--- src/rtl/fifo_pkg.sv ---
// Shared async-FIFO definitions: default pointer geometry, pointer type,
// depth derivation and Gray/binary conversion helpers.
package fifo_pkg;

   // Default address width of the FIFO; pointers carry one extra wrap bit.
   localparam int unsigned FIFO_PTR_WIDTH = 3;

   // Depth derivation from an address width.
   function automatic int unsigned depth_of(input int unsigned ptr_width);
      return 32'd1 << ptr_width;
   endfunction

   localparam int unsigned FIFO_DEPTH = depth_of(FIFO_PTR_WIDTH);

   // Pointer type: address bits plus the wrap bit.
   typedef logic [FIFO_PTR_WIDTH:0] ptr_t;

   // Gray to binary: each binary bit is the XOR of all Gray bits at and above it.
   function automatic ptr_t gray2bin(input ptr_t g);
      ptr_t b;
      b[FIFO_PTR_WIDTH] = g[FIFO_PTR_WIDTH];
      for (int i = int'(FIFO_PTR_WIDTH) - 1; i >= 0; i--) begin
         b[i] = b[i+1] ^ g[i];
      end
      return b;
   endfunction

   // Binary to Gray: adjacent binary bits XORed.
   function automatic ptr_t bin2gray(input ptr_t b);
      return b ^ (b >> 1);
   endfunction

endpackage

--- src/rtl/w_rptr_sync_level_if.sv ---
// Bus between the write-pointer side and the read-pointer receiver:
// Gray read pointer in, binary write pointer in, clear pulses, and the
// synchronized pointers / occupancy flags out.
interface w_rptr_sync_level_if #(
   parameter int PTR_WIDTH = 3
);
   logic [PTR_WIDTH:0] G_RPTR;
   logic [PTR_WIDTH:0] B_WPTR;
   logic               HWM_CLR;
   logic               ERR_CLR;
   logic [PTR_WIDTH:0] G_RPTR_SYNC;
   logic [PTR_WIDTH:0] B_RPTR_SYNC;
   logic [PTR_WIDTH:0] W_LEVEL;
   logic               ALMOST_FULL;
   logic [PTR_WIDTH:0] HWM;
   logic               PTR_ERR;

   // Write-side logic: drives pointers and clears, consumes status.
   modport master (
      output G_RPTR, B_WPTR, HWM_CLR, ERR_CLR,
      input  G_RPTR_SYNC, B_RPTR_SYNC, W_LEVEL, ALMOST_FULL, HWM, PTR_ERR
   );

   // Receiver block.
   modport slave (
      input  G_RPTR, B_WPTR, HWM_CLR, ERR_CLR,
      output G_RPTR_SYNC, B_RPTR_SYNC, W_LEVEL, ALMOST_FULL, HWM, PTR_ERR
   );
endinterface

--- src/rtl/w_sync_stage.sv ---
// N-stage flop synchronizer of configurable width. No logic between stages;
// synchronous active-low reset clears every stage.
module w_sync_stage #(
   parameter int WIDTH  = 4,
   parameter int STAGES = 2
) (
   input  logic             W_CLK,
   input  logic             WRST_n,
   input  logic [WIDTH-1:0] d_i,
   output logic [WIDTH-1:0] q_o
);

   logic [WIDTH-1:0] chain_q [STAGES];

   // Shift the asynchronous sample down the flop chain each W_CLK edge.
   always_ff @(posedge W_CLK) begin
      if (!WRST_n) begin
         for (int i = 0; i < STAGES; i++) begin
            chain_q[i] <= '0;
         end
      end else begin
         chain_q[0] <= d_i;
         for (int i = 1; i < STAGES; i++) begin
            chain_q[i] <= chain_q[i-1];
         end
      end
   end

   assign q_o = chain_q[STAGES-1];

endmodule

--- src/rtl/w_rptr_sync_level.sv ---
// Write-domain receiver of the Gray read pointer: synchronizes it, decodes it
// to binary, and derives occupancy, almost-full, a high-water mark and an
// optional sticky pointer-consistency error.
// Optional feature macro: W_RPTR_CHK_EN (enables PTR_ERR and ERR_CLR).
module w_rptr_sync_level
   import fifo_pkg::*;
#(
   parameter int PTR_WIDTH   = 3,
   parameter int SYNC_STAGES = 2,
   parameter int AF_THRESH   = 6
) (
   input  logic                W_CLK,
   input  logic                WRST_n,
   w_rptr_sync_level_if.slave  bus
);

   localparam int unsigned DEPTH = depth_of(PTR_WIDTH);
   localparam int unsigned PW1   = PTR_WIDTH + 1;
   localparam logic [PTR_WIDTH:0] DEPTH_P  = PW1'(DEPTH);
   localparam logic [PTR_WIDTH:0] AF_THR_P = PW1'(AF_THRESH);

   logic [PTR_WIDTH:0] g_rptr_sync_s;
   logic [PTR_WIDTH:0] b_rptr_d, b_rptr_q;
   logic [PTR_WIDTH:0] lvl_nxt_s;
   logic [PTR_WIDTH:0] level_q;
   logic               af_d, af_q;
   logic [PTR_WIDTH:0] hwm_d, hwm_q;

   w_sync_stage #(
      .WIDTH  (PTR_WIDTH + 1),
      .STAGES (SYNC_STAGES)
   ) u_rptr_sync (
      .W_CLK  (W_CLK),
      .WRST_n (WRST_n),
      .d_i    (bus.G_RPTR),
      .q_o    (g_rptr_sync_s)
   );

   // Gray-to-binary decode of the synchronized pointer, bit by bit.
   always_comb begin
      b_rptr_d = '0;
      for (int i = 0; i <= PTR_WIDTH; i++) begin
         b_rptr_d[i] = ^(g_rptr_sync_s >> i);
      end
   end

   // Occupancy from the registered read pointer; modular subtraction handles wrap.
   always_comb begin
      lvl_nxt_s = bus.B_WPTR - b_rptr_q;
      af_d      = (lvl_nxt_s >= AF_THR_P);
   end

   // High-water mark: clear reloads the current level, otherwise track the peak.
   always_comb begin
      hwm_d = hwm_q;
      if (bus.HWM_CLR) begin
         hwm_d = lvl_nxt_s;
      end else if (lvl_nxt_s > hwm_q) begin
         hwm_d = lvl_nxt_s;
      end else begin
         hwm_d = hwm_q;
      end
   end

   // Register decoded pointer, level, threshold flag and high-water mark.
   always_ff @(posedge W_CLK) begin
      if (!WRST_n) begin
         b_rptr_q <= '0;
         level_q  <= '0;
         af_q     <= 1'b0;
         hwm_q    <= '0;
      end else begin
         b_rptr_q <= b_rptr_d;
         level_q  <= lvl_nxt_s;
         af_q     <= af_d;
         hwm_q    <= hwm_d;
      end
   end

`ifdef W_RPTR_CHK_EN
   logic err_d, err_q;

   // Sticky error: a level beyond DEPTH means the read pointer overtook the
   // write pointer or a pointer is corrupt; set wins over clear.
   always_comb begin
      err_d = err_q;
      if (lvl_nxt_s > DEPTH_P) begin
         err_d = 1'b1;
      end else if (bus.ERR_CLR) begin
         err_d = 1'b0;
      end else begin
         err_d = err_q;
      end
   end

   // Error flag register.
   always_ff @(posedge W_CLK) begin
      if (!WRST_n) begin
         err_q <= 1'b0;
      end else begin
         err_q <= err_d;
      end
   end

   assign bus.PTR_ERR = err_q;
`else
   assign bus.PTR_ERR = 1'b0;
`endif

   assign bus.G_RPTR_SYNC = g_rptr_sync_s;
   assign bus.B_RPTR_SYNC = b_rptr_q;
   assign bus.W_LEVEL     = level_q;
   assign bus.ALMOST_FULL = af_q;
   assign bus.HWM         = hwm_q;

endmodule

--- src/flat_wrapper.sv ---
// flat-port wrapper written by rule: the top's interface ports become plain ports
module w_rptr_sync_level_flat import fifo_pkg::*;
#(
   parameter int PTR_WIDTH   = 3,
   parameter int SYNC_STAGES = 2,
   parameter int AF_THRESH   = 6
)
  (W_CLK, WRST_n, bus_G_RPTR, bus_B_WPTR, bus_HWM_CLR, bus_ERR_CLR, bus_G_RPTR_SYNC, bus_B_RPTR_SYNC, bus_W_LEVEL, bus_ALMOST_FULL, bus_HWM, bus_PTR_ERR);
  w_rptr_sync_level_if #(.PTR_WIDTH(PTR_WIDTH)) bus_i ();
  input  logic W_CLK;
  input  logic WRST_n;
  input wire logic [$bits(bus_i.G_RPTR)-1:0] bus_G_RPTR;
  input wire logic [$bits(bus_i.B_WPTR)-1:0] bus_B_WPTR;
  input wire logic [$bits(bus_i.HWM_CLR)-1:0] bus_HWM_CLR;
  input wire logic [$bits(bus_i.ERR_CLR)-1:0] bus_ERR_CLR;
  output wire logic [$bits(bus_i.G_RPTR_SYNC)-1:0] bus_G_RPTR_SYNC;
  output wire logic [$bits(bus_i.B_RPTR_SYNC)-1:0] bus_B_RPTR_SYNC;
  output wire logic [$bits(bus_i.W_LEVEL)-1:0] bus_W_LEVEL;
  output wire logic [$bits(bus_i.ALMOST_FULL)-1:0] bus_ALMOST_FULL;
  output wire logic [$bits(bus_i.HWM)-1:0] bus_HWM;
  output wire logic [$bits(bus_i.PTR_ERR)-1:0] bus_PTR_ERR;
  assign bus_i.G_RPTR = bus_G_RPTR;
  assign bus_i.B_WPTR = bus_B_WPTR;
  assign bus_i.HWM_CLR = bus_HWM_CLR;
  assign bus_i.ERR_CLR = bus_ERR_CLR;
  assign bus_G_RPTR_SYNC = bus_i.G_RPTR_SYNC;
  assign bus_B_RPTR_SYNC = bus_i.B_RPTR_SYNC;
  assign bus_W_LEVEL = bus_i.W_LEVEL;
  assign bus_ALMOST_FULL = bus_i.ALMOST_FULL;
  assign bus_HWM = bus_i.HWM;
  assign bus_PTR_ERR = bus_i.PTR_ERR;
  w_rptr_sync_level #(.PTR_WIDTH(PTR_WIDTH), .SYNC_STAGES(SYNC_STAGES), .AF_THRESH(AF_THRESH)) u_core (.W_CLK(W_CLK), .WRST_n(WRST_n), .bus(bus_i));
endmodule
--- config.mk ---
export PLATFORM = sky130hd
export DESIGN_NAME = w_rptr_sync_level_flat
export DESIGN_NICKNAME = d
export VERILOG_FILES = /design/src/rtl/fifo_pkg.sv /design/src/rtl/w_rptr_sync_level_if.sv /design/src/rtl/w_sync_stage.sv /design/src/rtl/w_rptr_sync_level.sv /design/src/flat_wrapper.sv
export SDC_FILE = /design/constraint.sdc
export NUM_CORES = 1
export LEC_CHECK = 0
export ABC_AREA = 1
export ABC_CLOCK_PERIOD_IN_PS = 4000
export CORE_MARGIN = 2
export CORE_UTILIZATION = 42
export DETAILED_ROUTE_END_ITERATION = 8
export PLACE_DENSITY = 0.75
export SETUP_SLACK_MARGIN = 0.05
export SLEW_MARGIN = 20
export SYNTH_ARGS = -nofsm -noshare
export SYNTH_HDL_FRONTEND = slang
export SYNTH_SLANG_ARGS = --single-unit
--- constraint.sdc ---
create_clock -name W_CLK -period 4 [get_ports W_CLK]
set_clock_uncertainty 0.05 [all_clocks]
set_input_delay 0.8 -clock W_CLK [delete_from_list [all_inputs] [get_ports W_CLK]]
set_output_delay 0.8 -clock W_CLK [all_outputs]
set_load 0.05 [all_outputs]
==> results of run 1 <==
[power breakdown]
group,switching [uW],leakage [uW],internal (uW)
combinational,143,0.000445,77.6
clock,62.6,0.0000177,37.2
sequential,9.48,0.000174,231
total,215,0.000637,345
[metrics by stage]
step / instances / util, % / total power, uW
2_1_floorplan: 122 / - / 403
6_report: 175 / 56.6 / 560
4_1_cts: 175 / 56.6 / 565
3_3_place_gp: 171 / 55.4 / 459
3_5_place_dp: 171 / 55.4 / 466
5_1_grt: 175 / 56.6 / 599
[registers in the layout, indices dropped and copies added (netlist names)]
signal and cells:
u_core.bus.HWM 4, u_core.bus.B_RPTR_SYNC 4, u_core.bus.ALMOST_FULL 1, u_core.bus.W_LEVEL 4, u_core.u_rptr_sync.chain_q 8
[cell families after synthesis]
group,after synthesis
compound gates,8
fa+ha+maj,8
xor+xnor,4
buf+inv,35
other cells,1
flops,21
simple gates,45
[placed cells by master, fill, tap and decap left out]
| cell | count |
|---|---|
| inv_1 | 29 |
| nand2_1 | 28 |
| clkdlybuf4s50_1 | 27 |
| dfxtp_1 | 21 |
| nor2_1 | 9 |
| a21oi_1 | 7 |
| nand3_1 | 7 |
| ha_1 | 7 |
| clkbuf_4 | 3 |
| xnor2_1 | 2 |
| xor2_1 | 2 |
| or2_1 | 1 |
| o21ai_1 | 1 |
| fa_1 | 1 |
| conb_1 | 1 |
| clkinv_2 | 1 |
[how the worst max path moves through the flow]
stage | startpoint | endpoint | slack [ns] | cells after the start
after floorplan | bus_B_WPTR[0] | u_core.bus.HWM[1]$_SDFFE_PN0P_ | 1.43 | 15
after global placement | bus_B_WPTR[0] | u_core.bus.HWM[1]$_SDFFE_PN0P_ | 0.86 | 16
after detailed placement | bus_B_WPTR[0] | u_core.bus.HWM[3]$_SDFFE_PN0P_ | 0.78 | 16
after CTS | bus_B_WPTR[0] | u_core.bus.HWM[3]$_SDFFE_PN0P_ | 1.10 | 16
after global routing | bus_B_WPTR[0] | u_core.bus.HWM[3]$_SDFFE_PN0P_ | 0.91 | 16
final | bus_B_WPTR[0] | u_core.bus.HWM[3]$_SDFFE_PN0P_ | 1.09 | 16
[worst max-delay path, delay by kind of cell]
| family | cells | cell delay, ns |
|---|---|---|
| and+or+nand+nor | 7 | 0.60 |
| xor gates and xnor gates | 1 | 0.21 |
| adders and majority gates | 3 | 0.79 |
| buffers and inverters | 5 | 0.66 |
[per-layer routing]
layer / track usage (%) / wire length (um) / vias up
met5: 0 / 0 / -
li1: - / - / 403
met1: 13.3 / 660 / 335
met4: 3.95 / 8 / 0
met2: 26.8 / 808 / 22
met3: 4.39 / 101 / 2
[layout make-up]
cell class | instances | area, um2
well taps | 28 | 35.0
repair buffers | 27 | 270
clock inverters | 1 | 5.00
fillers | 214 | 941
inverters | 29 | 109
multi-input cells | 66 | 367
clock buffers | 3 | 22.5
flip-flops and latches | 21 | 420
==> reports/metrics.cfg, run 1 <==
[run_status]
status = complete, no violations

[global_routing]
grt_pass1_vias = 711
grt_pass1_wl_um = 2680
grt_max_degree = 16
antenna_found_initial = 0
grt_overflow_total = 0
grt_usage_pct = 13.6

[placement]
placement.io_buffers = 27
dp_slack_ns = 0.784
placed_area_um2 = 1200
gp_congestion = 0.758
dpl.hpwl_um = 1250

[logic_synthesis]
syn_avg_cell_area_um2 = 7.69
synth-xor-area-share_pct = 3.73
yosys.area.top_type = dfxtp_1
ys_seq_area_share_pct = 44.8
ys_types = 15
synth-compound-area-share_pct = 4.27
synthTopCellsByArea = dfxtp_1 (45%), inv_1 (12%), nand2_1 (11%)
yosysMostFrequentCell = inv_1
ys.flop_type = dfxtp_1
synth_top_family_by_area = simple AND/OR/NAND/NOR gates
synthArstFlopShare_pct = 0
yosysTopAreaCellShare_pct = 44.8
ys_ff_latch = 21
syn_area_um2 = 938
synth_mux_area_share_pct = 0
yosys.area_share.simple_pct = 19.2
syn_nets = 142
postSynthCellCount = 122
synth-edff-count = 0
synth_top_cells_by_count = inv_1 (29), nand2_1 (28), dfxtp_1 (21)
synthAdderAreaFrac_pct = 11.5
yosysWarningCount = 0

[timing]
finalHoldViolCount = 0
timing.final.crit_share_pct = 72.7
setup_slack_ns = 1.09
fmax_mhz = 344
rsz0062_at_grt = no
hold_ws_ns = 0.372
slew-limit-headroom_pct = 65.5
slew_viol_final = 0
fin_setup_tns_ns = 0
fin_crit_ns = 2.91
setup_violations = 0
worst_slew_pin_slew_ns = 0.515

[critical_path]
crit_chain = clkdlybuf4s50_1 -> inv_1 -> ha_1 -> inv_1 -> fa_1 -> xnor2_1 -> inv_1 -> ha_1 -> nand2_1 -> inv_1 -> nand2_1 -> nand2_1 -> nand2_1 -> nand3_1 -> nand2_1 -> nor2_1
rr_worst_depth = 14
r2r_start = u_core.bus.B_RPTR_SYNC[0]$_SDFF_PN0_
crit_type = input port to register
cp_max_fo = 8
timing.reg2reg.setup_slack_ns = 1.66
cpMostUsedCell = nand2_1
crit_slowest_cell = clkdlybuf4s50_1
cpPeakStageDelay_ns = 0.40
arrival_ns = 3.06
timing.rr.end = u_core.bus.HWM[3]$_SDFFE_PN0P_
worstPathRequired_ns = 4.15
cp-end-kind = register
critPathLaunchType = input port

[detailed_routing]
post-route-drc-count = 0
ant_nets = 0
drt_iter0_drc = 1
wl_um = 1580
routedWlPerCell_um = 9.02
dr_total_vias = 762
dr.pass1.iters = 3
vias_per_cell = 4.35

[clocking]
cts_sinks = 21
cts_setup_buffers = 0
clkTransAtPathRegs_ns = 0.12
cts-hold-fix-buffers = 0
cts_tree = done
clk_latency_ns = 0.30
cts_resized = 0
htreeDepth = 1
cts_buffer_depth = 2
root_buffer = clkbuf_4
cts_inserted_buffers = 3

[power]
ir_worst_vdd_v = 0.000250
p_per_area_nw_per_um2 = 456
power_leakage_uw = 0.000637

[floorplanning]
die_area_um2 = 2630
num_rows = 17
coreArea_um2 = 2170
die_w_um = 51.3
die_y_um = 51.3
boundaryPins = 30
start_util_pct = 43.3

[hold_path]
min_path_cells = 2
hold_end = u_core.u_rptr_sync.chain_q[0][5]$_SDFF_PN0_
min_from = u_core.u_rptr_sync.chain_q[0][1]$_SDFF_PN0_
hold_class = register to register

[finish]
diodes = 0
final_area_um2 = 1230
drive_gt1_share_pct = 2.72
fin_nets = 168
area_delta_synth_final_pct = 30.9

[run]
max_cap_violations = 0

No activity file was read; power rests on OpenSTA's default activity.
==> run 2, diff against run 1 <==
Settings changed: ABC_CLOCK_PERIOD_IN_PS 4000 to 2490, CORE_UTILIZATION 42 to 40, PLACE_DENSITY 0.75 to 0.74.
Clock period 4 ns to 2.49 ns, I/O delays scaled along.
==> run 2 against run 1 <==
Wire length increased by 17%. Core utilization increased by 5.1 points. Power increased by 77%. Final cell count increased by 3.4%. Combinational power increased by 100%. Via count increased by 6.4%. Critical path depth decreased by 2. Worst hold slack improved by 0.0016 ns. Sequential share of layout area decreased by 3.4 points. Clock-buffer cell count unchanged. Worst setup slack got worse by 0.90 ns. Non-clock buffer count increased by 6. Highest routed layer unchanged.
==> reports/metrics.cfg, run 2 (synthesized netlist as in run 1, its figures left out) <==
[clocking]
cts_buffer_depth = 2  ; unchanged
cts-hold-fix-buffers = 0  ; unchanged
cts_sinks = 21  ; unchanged
clk_latency_ns = 0.30  ; about the same
cts_inserted_buffers = 3  ; unchanged
root_buffer = clkbuf_4
clkTransAtPathRegs_ns = 0.12  ; about the same
cts_tree = done
htreeDepth = 1  ; unchanged

[power]
power_frac_comb_pct = 44.6  ; +5.3 points
p_per_area_nw_per_um2 = 727  ; +59%
clkPwrFrac_pct = 16.4  ; -1.4 points
ir_worst_vdd_v = 0.000442  ; +77%
power_uw = 993  ; +77%
p_int_uw = 602  ; +74%
p_sw_uw = 391  ; +82%
power_leakage_uw = 0.000687  ; +7.9%
switching_share_pct = 39.4  ; +1.0 points
seqPwrFrac_pct = 39.0  ; -3.9 points

[critical_path]
crit_cells = 14  ; -2
rr_worst_depth = 14  ; unchanged
timing.reg2reg.setup_slack_ns = 0.27  ; -1.39 ns
cp-end-kind = register
worstPathRequired_ns = 2.65  ; -1.50 ns
cp_top_family = adder cells
cp_max_fo = 8  ; unchanged
timing.rr.end = u_core.bus.HWM[2]$_SDFFE_PN0P_
cpPeakStageDelay_ns = 0.46  ; +0.06 ns
crit_chain = clkdlybuf4s50_1 -> ha_2 -> a21oi_2 -> nand2_1 -> nand2_1 -> nand2_1 -> ha_4 -> nand2_1 -> inv_1 -> nand2_1 -> nand2_2 -> nand2_4 -> a21oi_1 -> nor2_1
crit_type = input port to register
critPathLaunchType = input port
cpMostUsedCell = nand2_1
r2r_start = u_core.bus.B_RPTR_SYNC[0]$_SDFF_PN0_
critical_path.endpoint = u_core.bus.HWM[0]$_SDFFE_PN0P_
arrival_ns = 2.46  ; -0.60 ns
critPathBufInv = 2  ; -3
startpoint = bus_B_WPTR[2]
crit_slowest_cell = clkdlybuf4s50_1

[timing]
fin_setup_tns_ns = 0  ; unchanged
finalHoldViolCount = 0  ; unchanged
timing.final.crit_share_pct = 92.5
slew_viol_final = 0  ; unchanged
fin_crit_ns = 2.30
fmax_mhz = 434
slew-limit-headroom_pct = 66.4  ; +0.88 points
worst_slew_pin_slew_ns = 0.502  ; -0.0131 ns
setup_violations = 0  ; unchanged
rsz0062_at_grt = no

[floorplanning]
coreArea_um2 = 2210  ; +2.0%
num_rows = 17  ; unchanged
die_area_um2 = 2750  ; +4.6%
boundaryPins = 30  ; unchanged
die_y_um = 52.4  ; +2.3%
die_w_um = 52.4  ; +2.3%
start_util_pct = 42.4  ; -0.83 points

[detailed_routing]
vias_per_cell = 4.48  ; +2.9%
post-route-drc-count = 0  ; unchanged
drt_iter0_drc = 9  ; +8
dr_total_vias = 811  ; +6.4%
dr.pass1.iters = 4  ; +1
wl_um = 1840  ; +17%
ant_nets = 0  ; unchanged
routedWlPerCell_um = 10.2  ; +13%

[global_routing]
grt_max_degree = 16  ; unchanged
grt_pass1_vias = 728  ; +2.4%
grt_overflow_total = 0  ; unchanged
grt_usage_pct = 14.3  ; +0.65 points
grt_pass1_wl_um = 2870  ; +6.9%
antenna_found_initial = 0  ; unchanged

[finish]
largest_register_ffs = 8  ; unchanged
final_cell_mix = inv_1 (28), nand2_1 (26), clkdlybuf4s50_1 (26)
instances_no_fill = 181  ; +3.4%
nFillCells = 208  ; -2.8%
fin_util_pct = 61.8  ; +5.1 points
area_delta_synth_final_pct = 45.6
fin_nets = 174  ; +3.6%
drive_gt1_share_pct = 19.0  ; +16 points
diodes = 0  ; unchanged
final_common_cell = inv_1
largest_register = u_core.u_rptr_sync.chain_q

[hold_path]
hold_class = register to register

[placement]
placement.io_buffers = 27  ; unchanged
gp_congestion = 0.758  ; about the same
dpl.hpwl_um = 1370  ; +9.9%
dp_cells = 176  ; +2.9%

[run_status]
status = complete, no violations

[run]
max_cap_violations = 0  ; unchanged

-- run 2: cell types whose count changed in the layout (fill, tap and decap cells not counted), sizes merged --
cell and change:
dlymetal6s2s +1, buf +6, clkdlybuf4s50 -1
-- run 2: cell type report --
cell class	count	area, um2	share of cell area, %
clock inverter	1	5.00	0.366
clock buffer	3	22.5	1.65
tap	28	35.0	2.56
multi-input combinational	66	455	33.3
timing repair buffer	33	318	23.3
inverter	29	109	7.97
sequential	21	422	30.9
-- run 2: what timing repair did --
action,4_1_cts,5_1_grt
buffers inserted,0,1
pin swaps,1,5
setup endpoints to repair,4,4
resized for setup,5,15
-- run 2: layer usage --
metal / up-vias / global-route usage [%] / share of wire (%)
li1: 417 / - / -
met1: 370 / 14.6 / 40
met2: 22 / 26.5 / 54
met3: 2 / 4.00 / 5.9
met4: 0 / 6.41 / 0.54
met5: - / 0 / 0
-- run 2: worst register-to-register path, stage by stage, from the launching register on --
cell and delay, ns:
dfxtp_2 0.36, ha_2 0.18, inv_2 0.05, fa_2 0.39, xnor2_2 0.20, inv_1 0.09, ha_1 0.29, nand2_1 0.06
inv_1 0.04, nand2_1 0.07, nand2_2 0.06, nand2_4 0.13, nand3_2 0.07, nand2_1 0.06, nor2_1 0.04
-- run 2: metrics by stage --
stage          setup WS [ns]  instance area [um2]  hold WS, ns
2_1_floorplan         0.0844                  940        0.340
3_3_place_gp          -0.376                 1240        0.344
3_5_place_dp          -0.442                 1240        0.351
4_1_cts               0.0560                 1290        0.378
5_1_grt               0.0233                 1370        0.394
6_report               0.187                 1370        0.374
-- run 2: how the worst min path moves through the flow --
stage          cells past startpoint                                     endpoint                                   startpoint
5_1_grt                            2  u_core.u_rptr_sync.chain_q[0][5]$_SDFF_PN0_  u_core.u_rptr_sync.chain_q[0][1]$_SDFF_PN0_
2_1_floorplan                      2  u_core.u_rptr_sync.chain_q[0][4]$_SDFF_PN0_  u_core.u_rptr_sync.chain_q[0][0]$_SDFF_PN0_
6_report                           2  u_core.u_rptr_sync.chain_q[0][6]$_SDFF_PN0_  u_core.u_rptr_sync.chain_q[0][2]$_SDFF_PN0_
4_1_cts                            2  u_core.u_rptr_sync.chain_q[0][6]$_SDFF_PN0_  u_core.u_rptr_sync.chain_q[0][2]$_SDFF_PN0_
3_5_place_dp                       2  u_core.u_rptr_sync.chain_q[0][6]$_SDFF_PN0_  u_core.u_rptr_sync.chain_q[0][2]$_SDFF_PN0_
3_3_place_gp                       2  u_core.u_rptr_sync.chain_q[0][5]$_SDFF_PN0_  u_core.u_rptr_sync.chain_q[0][1]$_SDFF_PN0_
-- run 2: power by group through the flow --
| stage | clock, uW | combinational, uW | sequential, uW |
|---|---|---|---|
| final | 163 | 443 | 387 |
| after global routing | 183 | 485 | 390 |
| after CTS | 170 | 389 | 388 |
| after detailed placement | 0 | 371 | 395 |
| after global placement | 0 | 360 | 394 |
| after floorplan | 0 | 156 | 492 |
==> run 3, diff against run 2 <==
Settings changed: ABC_CLOCK_PERIOD_IN_PS 2490 to 2650, CELL_PAD_IN_SITES_DETAIL_PLACEMENT set to 1, CELL_PAD_IN_SITES_GLOBAL_PLACEMENT set to 1, CORE_UTILIZATION 40 to 34, PLACE_DENSITY 0.74 to 0.83, SYNTH_HIERARCHICAL set to 1.
Clock period 2.49 ns to 2.65 ns, I/O delays scaled along.
==> run 3 against run 2 <==
Synthesized cell count unchanged. Critical path depth is 1 lower. Register-to-register slack gained 0.14 ns. Combinational power fell by 5.4%. Clock-buffer cell count increased by 1. Critical path type unchanged. Largest power group unchanged. Highest routed layer unchanged.
==> reports/metrics.cfg, run 3 <==
[run_status]
status = complete, no violations

[detailed_routing]
routedWlPerCell_um = 11.7  ; +15%
post-route-drc-count = 0  ; unchanged
dr_total_vias = 834  ; +2.8%
dr.pass1.iters = 4  ; unchanged
wl_um = 2150  ; +17%
vias_per_cell = 4.56  ; +1.7%
ant_nets = 0  ; unchanged
drt_iter0_drc = 8  ; -1

[floorplanning]
die_area_um2 = 3210  ; +17%
die_w_um = 56.6  ; +8.0%
start_util_pct = 35.1  ; -7.3 points
die_y_um = 56.6  ; +8.0%
num_rows = 19  ; +2
coreArea_um2 = 2690  ; +21%
boundaryPins = 30  ; unchanged

[finish]
multi_input_area_um2 = 434  ; -4.7%
drive_gt1_share_pct = 14.5  ; -4.5 points
largest_register = u_core/u_rptr_sync/chain_q
final_cell_mix = clkdlybuf4s50_1 (27), inv_1 (27), nand2_1 (25)
diodes = 0  ; unchanged
fin_util_pct = 49.7  ; -12 points
largest_register_ffs = 8  ; unchanged
regArea_um2 = 420  ; -0.30%
fin_nets = 173  ; -0.57%
nFillCells = 334  ; +61%
area_delta_synth_final_pct = 41.8

[logic_synthesis]
ys_seq_area_share_pct = 44.6  ; -0.18 points
yosysTopAreaCellShare_pct = 44.6  ; -0.18 points
postSynthCellCount = 122  ; unchanged
syn_avg_cell_area_um2 = 7.72  ; +0.40%
synthTopCellsByArea = dfxtp_1 (45%), inv_1 (12%), nand2_1 (11%)
yosys.area.top_type = dfxtp_1
ys.flop_type = dfxtp_1
ys_ff_latch = 21  ; unchanged
syn_nets = 142  ; unchanged
synth_top_cells_by_count = inv_1 (29), nand2_1 (28), dfxtp_1 (21)
synthArstFlopShare_pct = 0  ; unchanged
synth-edff-count = 0  ; unchanged
yosysWarningCount = 6  ; +6
syn_area_um2 = 942  ; +0.40%
ys_types = 15  ; unchanged
yosysMostFrequentCell = inv_1

[timing]
fin_crit_ns = 2.51
setup_slack_ns = 0.142  ; -0.0451 ns
worst_slew_pin_slew_ns = 0.522  ; +0.0202 ns
hold_ws_ns = 0.373  ; -0.00104 ns
slew-limit-headroom_pct = 65.1  ; -1.4 points
timing.final.crit_share_pct = 94.6
fmax_mhz = 399
rsz0062_at_grt = no
slew_viol_final = 0  ; unchanged
finalHoldViolCount = 0  ; unchanged
setup_violations = 0  ; unchanged

[clocking]
clkTransAtPathRegs_ns = 0.12  ; about the same
clk_latency_ns = 0.31  ; about the same
htreeDepth = 1  ; unchanged
cts_sinks = 21  ; unchanged
cts_tree = done
cts_inserted_buffers = 3  ; unchanged
root_buffer = clkbuf_4
cts_buffer_depth = 2  ; unchanged

[hold_path]
min_from = u_core/u_rptr_sync/chain_q[0][2]$_SDFF_PN0_
hold_end = u_core/u_rptr_sync/chain_q[0][6]$_SDFF_PN0_
hold_class = register to register
min_path_cells = 2  ; unchanged

[critical_path]
timing.rr.end = u_core/bus.HWM[2]$_SDFFE_PN0P_
crit_type = input port to register
timing.reg2reg.setup_slack_ns = 0.41  ; +0.14 ns
startpoint = bus_B_WPTR[2]
cp_max_fo = 8  ; unchanged
arrival_ns = 2.68  ; +0.22 ns
r2r_start = u_core/bus.B_RPTR_SYNC[2]$_SDFF_PN0_
critPathLaunchType = input port
worstPathRequired_ns = 2.82  ; +0.17 ns
rr_worst_depth = 13  ; -1
cp-end-kind = register

[global_routing]
grt_pass1_vias = 866  ; +19%
grt_max_degree = 16  ; unchanged
grt_usage_pct = 13.6  ; -0.64 points
antenna_found_initial = 0  ; unchanged
grt_overflow_total = 0  ; unchanged
grt_pass1_wl_um = 3390  ; +18%

[placement]
dpl.hpwl_um = 1620  ; +18%
dp_slack_ns = -0.344  ; +0.0977 ns
placement.io_buffers = 27  ; unchanged
gp_congestion = 0.796  ; +5.0%

[power]
ir_worst_vdd_v = 0.000341  ; -23%
power_leakage_uw = 0.000667  ; -2.8%
p_per_area_nw_per_um2 = 702  ; -3.4%

[run]
max_cap_violations = 0  ; unchanged

run 3: cell counts after synthesis:
Identical to the previous run, type by type.
run 3: how the worst max path moves through the flow:
stage,to,slack [ns],depth (start not counted)
2_1_floorplan,u_core/bus.HWM[1]$_SDFFE_PN0P_,0.19,14
3_3_place_gp,u_core/bus.HWM[0]$_SDFFE_PN0P_,-0.24,16
3_5_place_dp,u_core/bus.HWM[2]$_SDFFE_PN0P_,-0.34,16
4_1_cts,u_core/bus.HWM[2]$_SDFFE_PN0P_,0.06,16
5_1_grt,u_core/bus.HWM[2]$_SDFFE_PN0P_,0.03,15
6_report,u_core/bus.HWM[2]$_SDFFE_PN0P_,0.14,13
run 3: per-layer routing:
layer / wire length (um) / up-vias / GRT usage [%]
met5: 0 / - / 0
met4: 30 / 0 / 6.12
met3: 95 / 3 / 2.53
met2: 1220 / 20 / 26.9
met1: 803 / 401 / 13.3
li1: - / 410 / -
run 3: logic make-up (layout without fill, tap and decap cells):
kind of cell | Yosys count | count (layout) | synth area share [%]
adder cells (fa/ha/maj) | 8 | 8 | 11.4
AND/OR/NAND/NOR | 45 | 45 | 19.1
buffers and inverters | 35 | 65 | 16.1
AO/OA/AOI/OAI | 8 | 8 | 4.65
other | 1 | 1 | 0.398
XOR/XNOR | 4 | 4 | 3.72
flip-flops | 21 | 21 | 44.6
run 3: per-stage QoR:
| step | area [um2] | total power [uW] | cells | setup TNS, ns |
|---|---|---|---|---|
| floorplan | 942 | 609 | 122 | 0 |
| global placement | 1250 | 714 | 179 | -0.934 |
| detailed placement | 1250 | 730 | 179 | -1.36 |
| CTS | 1270 | 894 | 183 | 0 |
| global route | 1340 | 998 | 183 | 0 |
| finish | 1340 | 938 | 183 | 0 |
run 3: area by class of cell:
type / count / area share [%]
multi-input cells: 66 / 32.5
flip-flops and latches: 21 / 31.5
repair buffers: 32 / 23.0
inverters: 29 / 8.15
well taps: 31 / 2.90
clock buffers: 4 / 1.97
run 3: worst max-delay path, stage by stage:
cell and delay, ns:
clkdlybuf4s50_1 0.40, ha_1 0.36, a21oi_1 0.24, nand2_1 0.07, nand2_1 0.07, nand2_1 0.07
ha_1 0.31, a21oi_1 0.20, nand2_2 0.09, nand2_4 0.12, nand3_1 0.09, nand2_1 0.08
nor2_1 0.04
run 3: report_power, final:
part	leakage, uW	switching (uW)	internal [uW]	total, uW
registers	0.000174	15.2	348	363
clock network	0.0000150	97.6	58.8	156
logic	0.000478	260	158	419
run 3: repair_timing:
item	in CTS	in global routing
hold buffers	0	0
pin swaps	0	4
hold endpoints to repair	0	0
setup endpoints to repair	4	4
buffers inserted	0	0
resized for setup	1	13
